**src/rtl/mul_iter_pkg.sv**
```systemverilog
// Shared core definitions for the RV32M iterative multiplier:
// operand width, M-extension funct3 codes and the iterative-unit state enum.
package mul_iter_pkg;

   localparam int unsigned XLEN  = 32;
   localparam int unsigned PW    = 2 * XLEN;
   localparam int unsigned CNT_W = $clog2(XLEN);

   localparam logic [2:0] F_MUL    = 3'b000;
   localparam logic [2:0] F_MULH   = 3'b001;
   localparam logic [2:0] F_MULHSU = 3'b010;
   localparam logic [2:0] F_MULHU  = 3'b011;
   localparam logic [2:0] F_DIV    = 3'b100;
   localparam logic [2:0] F_DIVU   = 3'b101;
   localparam logic [2:0] F_REM    = 3'b110;
   localparam logic [2:0] F_REMU   = 3'b111;

   typedef enum logic [1:0] {
      IDLE = 2'd0,
      CALC = 2'd1,
      FIX  = 2'd2,
      DONE = 2'd3
   } iter_state_e;

   // Magnitude of an operand; 0x80000000 maps to 2^31 as an unsigned value.
   function automatic logic [XLEN-1:0] op_mag(input logic [XLEN-1:0] v, input logic is_signed);
      return (is_signed && v[XLEN-1]) ? XLEN'(~v + 1'b1) : v;
   endfunction

endpackage

```
**src/rtl/mul_iter_if.sv**
```systemverilog
// Request/result handshake bundle between EX and the iterative multiplier.
interface mul_iter_if;
   import mul_iter_pkg::*;

   logic            flush;
   logic            in_valid;
   logic            in_ready;
   logic [2:0]      funct3;
   logic [XLEN-1:0] rs1_value;
   logic [XLEN-1:0] rs2_value;
   logic            out_valid;
   logic            out_ready;
   logic [XLEN-1:0] mul_out;

   modport master (
      output flush, in_valid, funct3, rs1_value, rs2_value, out_ready,
      input  in_ready, out_valid, mul_out
   );

   modport slave (
      input  flush, in_valid, funct3, rs1_value, rs2_value, out_ready,
      output in_ready, out_valid, mul_out
   );

endinterface

```
**src/rtl/mul_iter.sv**
```systemverilog
// Radix-2 shift-add RV32M multiplier (MUL/MULH/MULHSU/MULHU), fixed 33-edge
// latency from accept to result, valid/ready on both sides, flush abort.
module mul_iter
   import mul_iter_pkg::*;
(
   input  logic       clk,
   input  logic       rst_n,
   mul_iter_if.slave  bus
);

   iter_state_e      r_state;
   iter_state_e      w_state_nxt;
   logic             w_out_valid_nxt;
   logic             w_accept;

   logic [CNT_W-1:0] r_cnt;
   logic [PW-1:0]    r_acc;
   logic [PW-1:0]    r_mcand;
   logic [XLEN-1:0]  r_mplier;
   logic [XLEN-1:0]  r_mul_out;
   logic             r_neg;
   logic             r_hi;
   logic             r_out_valid;

   logic [2:0]       w_f3;
   logic             w_s1;
   logic             w_s2;
   logic             w_last_iter;
   logic [PW-1:0]    w_prod;

   // Illegal 1xx codes fold onto MUL before signedness is decided.
   assign w_f3        = bus.funct3[2] ? F_MUL : bus.funct3;
   assign w_s1        = (w_f3 == F_MULH) || (w_f3 == F_MULHSU);
   assign w_s2        = (w_f3 == F_MULH);
   assign w_last_iter = (r_cnt == CNT_W'(XLEN - 1));
   assign w_prod      = r_neg ? (~r_acc + PW'(1)) : r_acc;

   always_ff @(posedge clk or negedge rst_n) begin
      if (!rst_n) begin
         r_state     <= IDLE;
         r_out_valid <= 1'b0;
      end else begin
         r_state     <= w_state_nxt;
         r_out_valid <= w_out_valid_nxt;
      end
   end

   // Next-state logic; flush overrides everything outside IDLE and blocks accept in IDLE.
   always_comb begin
      w_state_nxt     = r_state;
      w_accept        = 1'b0;
      w_out_valid_nxt = 1'b0;
      case (r_state)
         IDLE: begin
            if (bus.in_valid && !bus.flush) begin
               w_accept    = 1'b1;
               w_state_nxt = CALC;
            end
         end
         CALC: begin
            if (bus.flush)        w_state_nxt = IDLE;
            else if (w_last_iter) w_state_nxt = FIX;
         end
         FIX: begin
            w_state_nxt = bus.flush ? IDLE : DONE;
         end
         DONE: begin
            if (bus.flush || bus.out_ready) w_state_nxt = IDLE;
         end
         default: w_state_nxt = IDLE;
      endcase
      w_out_valid_nxt = (w_state_nxt == DONE);
   end

   always_ff @(posedge clk or negedge rst_n) begin
      if (!rst_n) begin
         r_cnt     <= '0;
         r_acc     <= '0;
         r_mcand   <= '0;
         r_mplier  <= '0;
         r_neg     <= 1'b0;
         r_hi      <= 1'b0;
         r_mul_out <= '0;
      end else begin
         if (w_accept) begin
            r_cnt    <= '0;
            r_acc    <= '0;
            r_mcand  <= {XLEN'(0), op_mag(bus.rs1_value, w_s1)};
            r_mplier <= op_mag(bus.rs2_value, w_s2);
            r_neg    <= (w_s1 & bus.rs1_value[XLEN-1]) ^ (w_s2 & bus.rs2_value[XLEN-1]);
            r_hi     <= (w_f3 != F_MUL);
         end else if (r_state == CALC && !bus.flush) begin
            // One multiplier bit per edge, LSB first.
            if (r_mplier[0]) r_acc <= r_acc + r_mcand;
            r_mcand  <= r_mcand << 1;
            r_mplier <= r_mplier >> 1;
            r_cnt    <= r_cnt + CNT_W'(1);
         end
         if (r_state == FIX && !bus.flush) begin
            r_mul_out <= r_hi ? w_prod[PW-1:XLEN] : w_prod[XLEN-1:0];
         end
      end
   end

   assign bus.in_ready  = (r_state == IDLE);
   assign bus.out_valid = r_out_valid;
   assign bus.mul_out   = r_mul_out;

endmodule
```
**src/flat_wrapper.sv**
```systemverilog
// flat-port wrapper written by rule: the top's interface ports become plain ports
module mul_iter_flat import mul_iter_pkg::*;
  (clk, rst_n, bus_flush, bus_in_valid, bus_funct3, bus_rs1_value, bus_rs2_value, bus_out_ready, bus_in_ready, bus_out_valid, bus_mul_out);
  mul_iter_if bus_i ();
  input  logic clk;
  input  logic rst_n;
  input wire logic [$bits(bus_i.flush)-1:0] bus_flush;
  input wire logic [$bits(bus_i.in_valid)-1:0] bus_in_valid;
  input wire logic [$bits(bus_i.funct3)-1:0] bus_funct3;
  input wire logic [$bits(bus_i.rs1_value)-1:0] bus_rs1_value;
  input wire logic [$bits(bus_i.rs2_value)-1:0] bus_rs2_value;
  input wire logic [$bits(bus_i.out_ready)-1:0] bus_out_ready;
  output wire logic [$bits(bus_i.in_ready)-1:0] bus_in_ready;
  output wire logic [$bits(bus_i.out_valid)-1:0] bus_out_valid;
  output wire logic [$bits(bus_i.mul_out)-1:0] bus_mul_out;
  assign bus_i.flush = bus_flush;
  assign bus_i.in_valid = bus_in_valid;
  assign bus_i.funct3 = bus_funct3;
  assign bus_i.rs1_value = bus_rs1_value;
  assign bus_i.rs2_value = bus_rs2_value;
  assign bus_i.out_ready = bus_out_ready;
  assign bus_in_ready = bus_i.in_ready;
  assign bus_out_valid = bus_i.out_valid;
  assign bus_mul_out = bus_i.mul_out;
  mul_iter u_core (.clk(clk), .rst_n(rst_n), .bus(bus_i));
endmodule
```
**config.mk**
```make
export PLATFORM = sky130hd
export DESIGN_NAME = mul_iter_flat
export DESIGN_NICKNAME = d
export VERILOG_FILES = /design/src/rtl/mul_iter_pkg.sv /design/src/rtl/mul_iter_if.sv /design/src/rtl/mul_iter.sv /design/src/flat_wrapper.sv
export SDC_FILE = /design/constraint.sdc
export NUM_CORES = 1
export LEC_CHECK = 0
export ABC_CLOCK_PERIOD_IN_PS = 3830
export CAP_MARGIN = 20
export CORE_ASPECT_RATIO = 0.75
export CORE_UTILIZATION = 60
export DETAILED_ROUTE_END_ITERATION = 8
export PLACE_DENSITY = 0.89
export SLEW_MARGIN = 25
export SYNTH_ARGS = -nofsm -noshare
export SYNTH_HDL_FRONTEND = slang
export SYNTH_SLANG_ARGS = --single-unit
```
**constraint.sdc**
```tcl
create_clock -name clk -period 3.83 [get_ports clk]
set_input_delay 0.5745 -clock clk [delete_from_list [all_inputs] [get_ports clk]]
set_output_delay 0.5745 -clock clk [all_outputs]
set_load 0.02 [all_outputs]
```
==> flow_summary_export.csv, run 1 <==
group,metric,value,unit
global_routing,gr-usage-all-layers,35.30,%
job,cap_violations,0,
power_and_ir_drop,seqPwrFrac,32.1,%
cts,postCtsHoldBufs,0,
sta,relSlewSlack,38.96,%
floorplan,dieArea,0.02523,mm²
power_and_ir_drop,fin_total_pwr,9.257,mW
drt,drt_first_pass_iters,6,
worst_setup_path,arrival,4.24,ns
power_and_ir_drop,intPower,5.397,mW
power_and_ir_drop,p_comb_share,45.4,%
synth,synth.avg_cell_area,7.872,µm²
global_routing,antenna_found_initial,0,
worst_setup_path,crit_chain,"ha_1, a21oi_1, o21ai_0, a22oi_1, nand3_1, o21ai_0, o211ai_1, a31oi_1, mux2i_1, mux2i_1",
sta,grt_setup_unrepaired,"false",
cts,cts_max_level,1,
worst_setup_path,cp_num_buf_inv,0,
worst_setup_path,critical_path.top_delay_family,"compound AO/OA/AOI/OAI gates",
sta,setup_ws,0.03582,ns
placement,dp_hpwl,32.95,mm
synth,yosys_warnings,0,
worst_setup_path,r2r_slack,0.04,ns
floorplan,initial_core_util,61.39,%
drt,antenna_left,0,
placement,io_buffers,105,
sta,hold_slack,0.1170,ns
cts,cts_tree,"built",
power_and_ir_drop,swShare,41.70,%
worst_setup_path,crit_type,"reg2reg",
cts,cts_buffer_depth,3,
worst_setup_path,cp_slowest_cell,"mux2i_1",
cts,cts_sinks,202,
sta,drv_slew,0,
power_and_ir_drop,p_per_area,544.3,mW/mm²
cts,cts_root_buffer,"clkbuf_16",
worst_setup_path,crit_required,4.28,ns
power_and_ir_drop,ir_worst_vdd,380.5,µV
synth,ys_seq_elements,202,
synth,synth_cells,1874,
cells_and_area,area_growth_syn_to_layout,15.28,%
worst_setup_path,critPathCaptureType,"register",
cells_and_area,drive_above_1_share,6.276,%
sta,fin_crit_sh,99.06,%
global_routing,grt_pass1_vias,12990,
power_and_ir_drop,p_sw,3.860,mW
cts,path_clk_slew,0.06,ns
floorplan,die_h,137.8,µm
synth,ys_async_sr_fraction,100.0,%
placement,pre_cts_ws,-0.1687,ns
synth,synth_nets,2017,
floorplan,rows,49,
global_routing,grt_max_degree,179,
min_path,hold_class,"in2async",
cells_and_area,diodes,0,
floorplan,boundaryPins,106,
drt,drt_iter0_markers,1835,
global_routing,overflow,0,
worst_setup_path,worstSetupStartpointType,"register",
worst_setup_path,cpPeakStageDelay,0.48,ns
placement,gp_congestion,1.029,
worst_setup_path,path_max_fanout,7,
drt,drt-wirelength-per-cell,19.21,µm
power_and_ir_drop,p_clk_share,22.5,%
drt,totalWireLength,44.00,mm
floorplan,die_w,183.1,µm
drt,routed_via_density,6.388,
drt,num_vias,14640,
drt,drc,0,
synth,synth_cell_type_count,64,
cells_and_area,nNetsFinal,2090,
synth,synth_flop_cell,"dfrtp_1",
synth,synth_edf_count,0,
sta,fmax,263.6,MHz
global_routing,grt_first_pass_wirelength,70.57,mm
sta,setup_viol,0,
sta,fin_crit,3.794,ns
synth,syn_area,0.01475,mm²
synth,ys_seq_area_share,34.26,%
run_status,status,"complete, no violations",
sta,fin_skew,0.01853,ns
sta,finalHoldViolations,0,
cts,clkLatencyLatePin,0.52,ns
sta,worstMarginPinSlew,0.9156,ns
power_and_ir_drop,leakagePower,7.585,nW
sta,tns,0,ns
floorplan,core_region_area,0.02403,mm²
cts,cts_buffers,23,
==> cell type report <==
| type | instances | area, µm² |
|---|---|---|
| Multi-Input combinational cell | 1530 | 9186 |
| Fill cell | 1920 | 7025 |
| Sequential cell | 202 | 5056 |
| Timing Repair Buffer | 168 | 1573 |
| Clock buffer | 31 | 655.6 |
| Tap cell | 331 | 414.1 |
| Inverter | 22 | 82.58 |
| Clock inverter | 7 | 40.04 |
==> cell usage in the layout, fill, tap and decap left out, drive strengths merged, types with 28 or more instances in the layout <==
cell type | netlist | layout
a21o | 45 | 45
a21oi | 147 | 147
a31oi | 68 | 68
buf | 9 | 63
clkbuf | 111 | 32
clkdlybuf4s50 | 0 | 104
dfrtp | 202 | 202
ha | 70 | 70
nand2 | 323 | 323
nand3 | 86 | 86
nor2 | 140 | 140
o21ai | 181 | 181
o31ai | 28 | 28
xnor2 | 89 | 89
xor2 | 92 | 92
==> final timing paths <==
| kind | startpoint | to | depth (start not counted) |
|---|---|---|---|
| setup reg to reg | u_core.r_acc[18] | u_core.r_acc[63] | 10 |
| hold / removal | rst_n | u_core.r_acc[9] | 1 |
| setup / recovery | u_core.r_acc[18] | u_core.r_acc[63] | 10 |
| hold reg to reg | u_core.bus.mul_out[8] | u_core.bus.mul_out[8] | 2 |
| min in group clk | u_core.bus.mul_out[8] | u_core.bus.mul_out[8] | 2 |
| max in group asynchronous | rst_n | u_core.r_cnt[2] | 2 |
==> state kept, by name, summed over array words and instances, names as in the netlist <==
signal	count
u_core.bus.mul_out	32
u_core.bus.out_valid	1
u_core.r_acc	64
u_core.r_cnt	5
u_core.r_hi	1
u_core.r_mcand	64
u_core.r_mplier	32
u_core.r_neg	1
u_core.r_state	2
==> routing by layer <==
metal,vias up,GRT usage (%),routed length (µm)
met5,-,0,0
met4,0,6.852,783
met3,70,8.459,5333
met2,773,50.00,17870
met1,6959,54.15,20010
li1,6833,-,-
==> kinds of logic (layout without fill, tap and decap cells) <==
kind of cell | count (synthesis) | after routing | share of synthesized area (%)
simple gates | 718 | 718 | 22.33
compound gates | 553 | 553 | 22.47
flops | 202 | 202 | 34.26
xor+xnor | 181 | 181 | 10.75
buf+inv | 142 | 228 | 3.621
fa+ha+maj | 71 | 71 | 6.072
mux | 7 | 7 | 0.5004
==> metrics by stage <==
| stage | utilization, % | instances | area, µm² |
|---|---|---|---|
| final | 70.77 | 2291 | 17010 |
| after detailed placement | 67.85 | 2253 | 16310 |
| after global routing | 70.77 | 2291 | 17010 |
| after floorplan | - | 1874 | 14750 |
| after global placement | 67.74 | 2252 | 16280 |
| after CTS | 70.75 | 2291 | 17000 |
==> power groups by stage <==
stage / clock [mW] / sequential, mW / combinational [mW]
2_1_floorplan: 0 / 2.81 / 3.00
4_1_cts: 2.10 / 2.95 / 4.12
6_report: 2.09 / 2.97 / 4.20
3_5_place_dp: 0 / 2.98 / 4.09
3_3_place_gp: 0 / 2.96 / 4.00
5_1_grt: 2.18 / 3.01 / 4.63
==> repair_timing <==
item,4_1_cts,5_1_grt
resized for setup,0,1
endpoints found under the setup margin,0,1
buffers inserted,0,0
==> synthesized netlist by cell type (7+ instances only) <==
| master | number | area share (%) |
|---|---|---|
| buf_1 | 9 | 0.23 |
| inv_1 | 21 | 0.53 |
| or4_1 | 16 | 0.81 |
| clkbuf_1 | 110 | 2.8 |
| o31ai_1 | 28 | 1.4 |
| nand2_1 | 323 | 8.2 |
| a21oi_1 | 147 | 5.0 |
| xnor2_1 | 89 | 5.3 |
| o21ai_0 | 181 | 6.1 |
| nor4_1 | 14 | 0.59 |
| or3_1 | 17 | 0.72 |
| o21bai_1 | 9 | 0.46 |
| o41ai_1 | 13 | 0.77 |
| ha_1 | 70 | 5.9 |
| dfrtp_1 | 202 | 34 |
| nand4_1 | 25 | 1.1 |
| nor3_1 | 27 | 0.92 |
| nand2b_1 | 11 | 0.47 |
| o21a_1 | 7 | 0.36 |
| nor2_1 | 140 | 3.6 |
| nand3_1 | 86 | 2.9 |
| a31oi_1 | 68 | 2.9 |
| a211oi_1 | 9 | 0.46 |
| and3_1 | 13 | 0.55 |
| xor2_1 | 92 | 5.5 |
| a21o_1 | 45 | 2.3 |
Note: power is estimated with default switching activity, not from simulation.
==> inputs of run 2 (changes only) <==
--- a/config.mk
+++ b/config.mk
@@ -11,6 +11,7 @@
 export CORE_UTILIZATION = 60
 export DETAILED_ROUTE_END_ITERATION = 8
 export PLACE_DENSITY = 0.89
+export SETUP_SLACK_MARGIN = 0.1
 export SLEW_MARGIN = 25
 export SYNTH_ARGS = -nofsm -noshare
 export SYNTH_HDL_FRONTEND = slang
==> run 2 against run 1 <==
Setup slack improved by 0.047 ns. Design area about the same. Clock skew decreased by 0.00084 ns. Count of clock-buffer cells in the layout unchanged. Worst hold slack got worse by 0.0026 ns. Sequential power about the same. Die area unchanged. Critical path depth unchanged. Largest power group unchanged.
==> flow_summary_export.csv, run 2 (same netlist as run 1, synthesis figures left out) <==
group,metric,value,unit
drt,routed_via_density,6.415,
cells_and_area,stdcell_area,0.01702,mm²
placement,dp_hpwl,32.95,mm
worst_setup_path,worstSetupStartpointType,"register",
placement,placed_area,0.01631,mm²
cells_and_area,reg_top3,"u_core.r_acc: 64 flops, u_core.r_mcand: 64 flops",
min_path,hold_class,"in2async",
placement,pre_cts_ws,-0.1687,ns
sta,relSlewSlack,39.19,%
worst_setup_path,r2r_end,"u_core.r_acc[63]",
global_routing,gr-usage-all-layers,35.30,%
worst_setup_path,crit_chain,"ha_1, a21oi_1, o21ai_0, a22oi_1, nand3_1, o21ai_0, o211ai_1, a31oi_1, mux2i_2, mux2i_1",
run_status,status,"complete, no violations",
worst_setup_path,arrival,4.20,ns
drt,num_vias,14700,
worst_setup_path,cpPeakStageDelay,0.48,ns
floorplan,die_h,137.8,µm
worst_setup_path,path_max_fanout,7,
drt,drt_first_pass_iters,6,
sta,fmax,266.9,MHz
power_and_ir_drop,ir_worst_vdd,379.9,µV
global_routing,grt_pass1_vias,12990,
cts,cts_root_buffer,"clkbuf_16",
power_and_ir_drop,p_per_area,544.5,mW/mm²
cells_and_area,postLayoutCoreUtil,70.80,%
cells_and_area,diodes,0,
floorplan,boundaryPins,106,
sta,tns,0,ns
drt,drt_iter0_markers,1698,
worst_setup_path,crit_top_cell,"o21ai_0",
cts,cts_resized,0,
sta,drv_slew,0,
sta,setup_ws,0.08303,ns
worst_setup_path,reg2reg_depth,10,
sta,fin_skew,0.01769,ns
cts,cts_buffer_depth,3,
sta,fin_crit_sh,97.83,%
worst_setup_path,cp_slowest_cell,"o21ai_0",
global_routing,grt_first_pass_wirelength,70.57,mm
sta,setup_viol,0,
drt,antenna_left,0,
worst_setup_path,r2r_start,"u_core.r_mcand[18]",
sta,finalHoldViolations,0,
floorplan,rows,49,
global_routing,overflow,0,
cts,postCtsHoldBufs,0,
sta,hold_slack,0.1144,ns
global_routing,grt_max_degree,179,
cells_and_area,area_growth_syn_to_layout,15.34,%
cells_and_area,multi_input_area,0.009195,mm²
cts,cts_tree,"built",
cts,path_clk_slew,0.06,ns
cells_and_area,final-seq-area,0.005056,mm²
drt,drc,0,
cells_and_area,drive_above_1_share,6.378,%
cells_and_area,n_fill_cell,1921,
cts,clkLatencyLatePin,0.52,ns
global_routing,antenna_found_initial,0,
drt,totalWireLength,44.13,mm
cells_and_area,layout_common_cells,"322 x nand2_1, 201 x dfrtp_1, 180 x o21ai_0, 146 x a21oi_1, 140 x nor2_1",
placement,gp_congestion,1.029,
floorplan,core_region_area,0.02403,mm²
sta,worstMarginPinSlew,0.9121,ns
floorplan,initial_core_util,61.39,%
placement,io_buffers,105,
job,cap_violations,0,
cells_and_area,final_common_cell,"nand2_1",
floorplan,die_w,183.1,µm
cells_and_area,nNetsFinal,2090,
worst_setup_path,crit_required,4.28,ns
sta,grt_setup_unrepaired,"true",
cts,cts_max_level,1,
cts,cts_buffers,23,
worst_setup_path,r2r_slack,0.08,ns
cts,postCtsSetupRepairBufs,0,
worst_setup_path,critPathCaptureType,"register",
drt,drt-wirelength-per-cell,19.26,µm
cts,cts_sinks,202,
power_and_ir_drop,leakagePower,7.580,nW
floorplan,dieArea,0.02523,mm²
worst_setup_path,crit_type,"reg2reg",
sta,fin_crit,3.747,ns
==> run 2: layer usage <==
layer  track usage (%)  wire length, µm  up-vias
li1                  -                -     6836
met1             54.15            20330     6995
met2             50.00            17900      799
met3             8.459             5115       66
met4             6.852              785        0
met5                 0                0        -
==> run 2: worst max path at each step <==
stage | end | startpoint | cells past startpoint | slack, ns
global route | u_core.r_acc[58] | u_core.r_mcand[0] | 12 | 0.07
global placement | u_core.r_mcand[29] | bus_rs1_value[5] | 10 | -0.13
floorplan | u_core.r_mcand[29] | bus_rs1_value[5] | 9 | 0.41
finish | u_core.r_acc[63] | u_core.r_mcand[18] | 10 | 0.08
detailed placement | u_core.r_mcand[29] | bus_rs1_value[5] | 10 | -0.17
CTS | u_core.r_acc[58] | u_core.r_mcand[0] | 12 | 0.17
==> run 2: critical path, delay by kind of cell (launching register included) <==
family | cells | cell delay, ns
AOI/OAI and AO/OA | 6 | 2.08
adders and majority gates | 1 | 0.41
DFF | 1 | 0.41
muxes | 2 | 0.60
and+or+nand+nor | 1 | 0.17
==> run 2: per-stage QoR <==
stage	power, mW	cells
finish	9.266	2291
global route	9.816	2291
CTS	9.165	2291
detailed placement	7.067	2253
global placement	6.962	2252
floorplan	5.805	1874
==> run 2: power by group <==
group	internal, mW	switching [mW]	leakage [nW]
Combinational	1.72	2.49	4.59
Sequential	2.49	0.481	2.65
Clock	1.19	0.899	0.343
Total	5.40	3.87	7.58
==> run 2: final cells by class <==
type,instances,area share (%)
clock buffers,31,3.853
clock inverters,7,0.2353
inverters,22,0.4853
multi-input cells,1530,54.04
flip-flops and latches,202,29.71
well taps,331,2.434
repair buffers,168,9.243
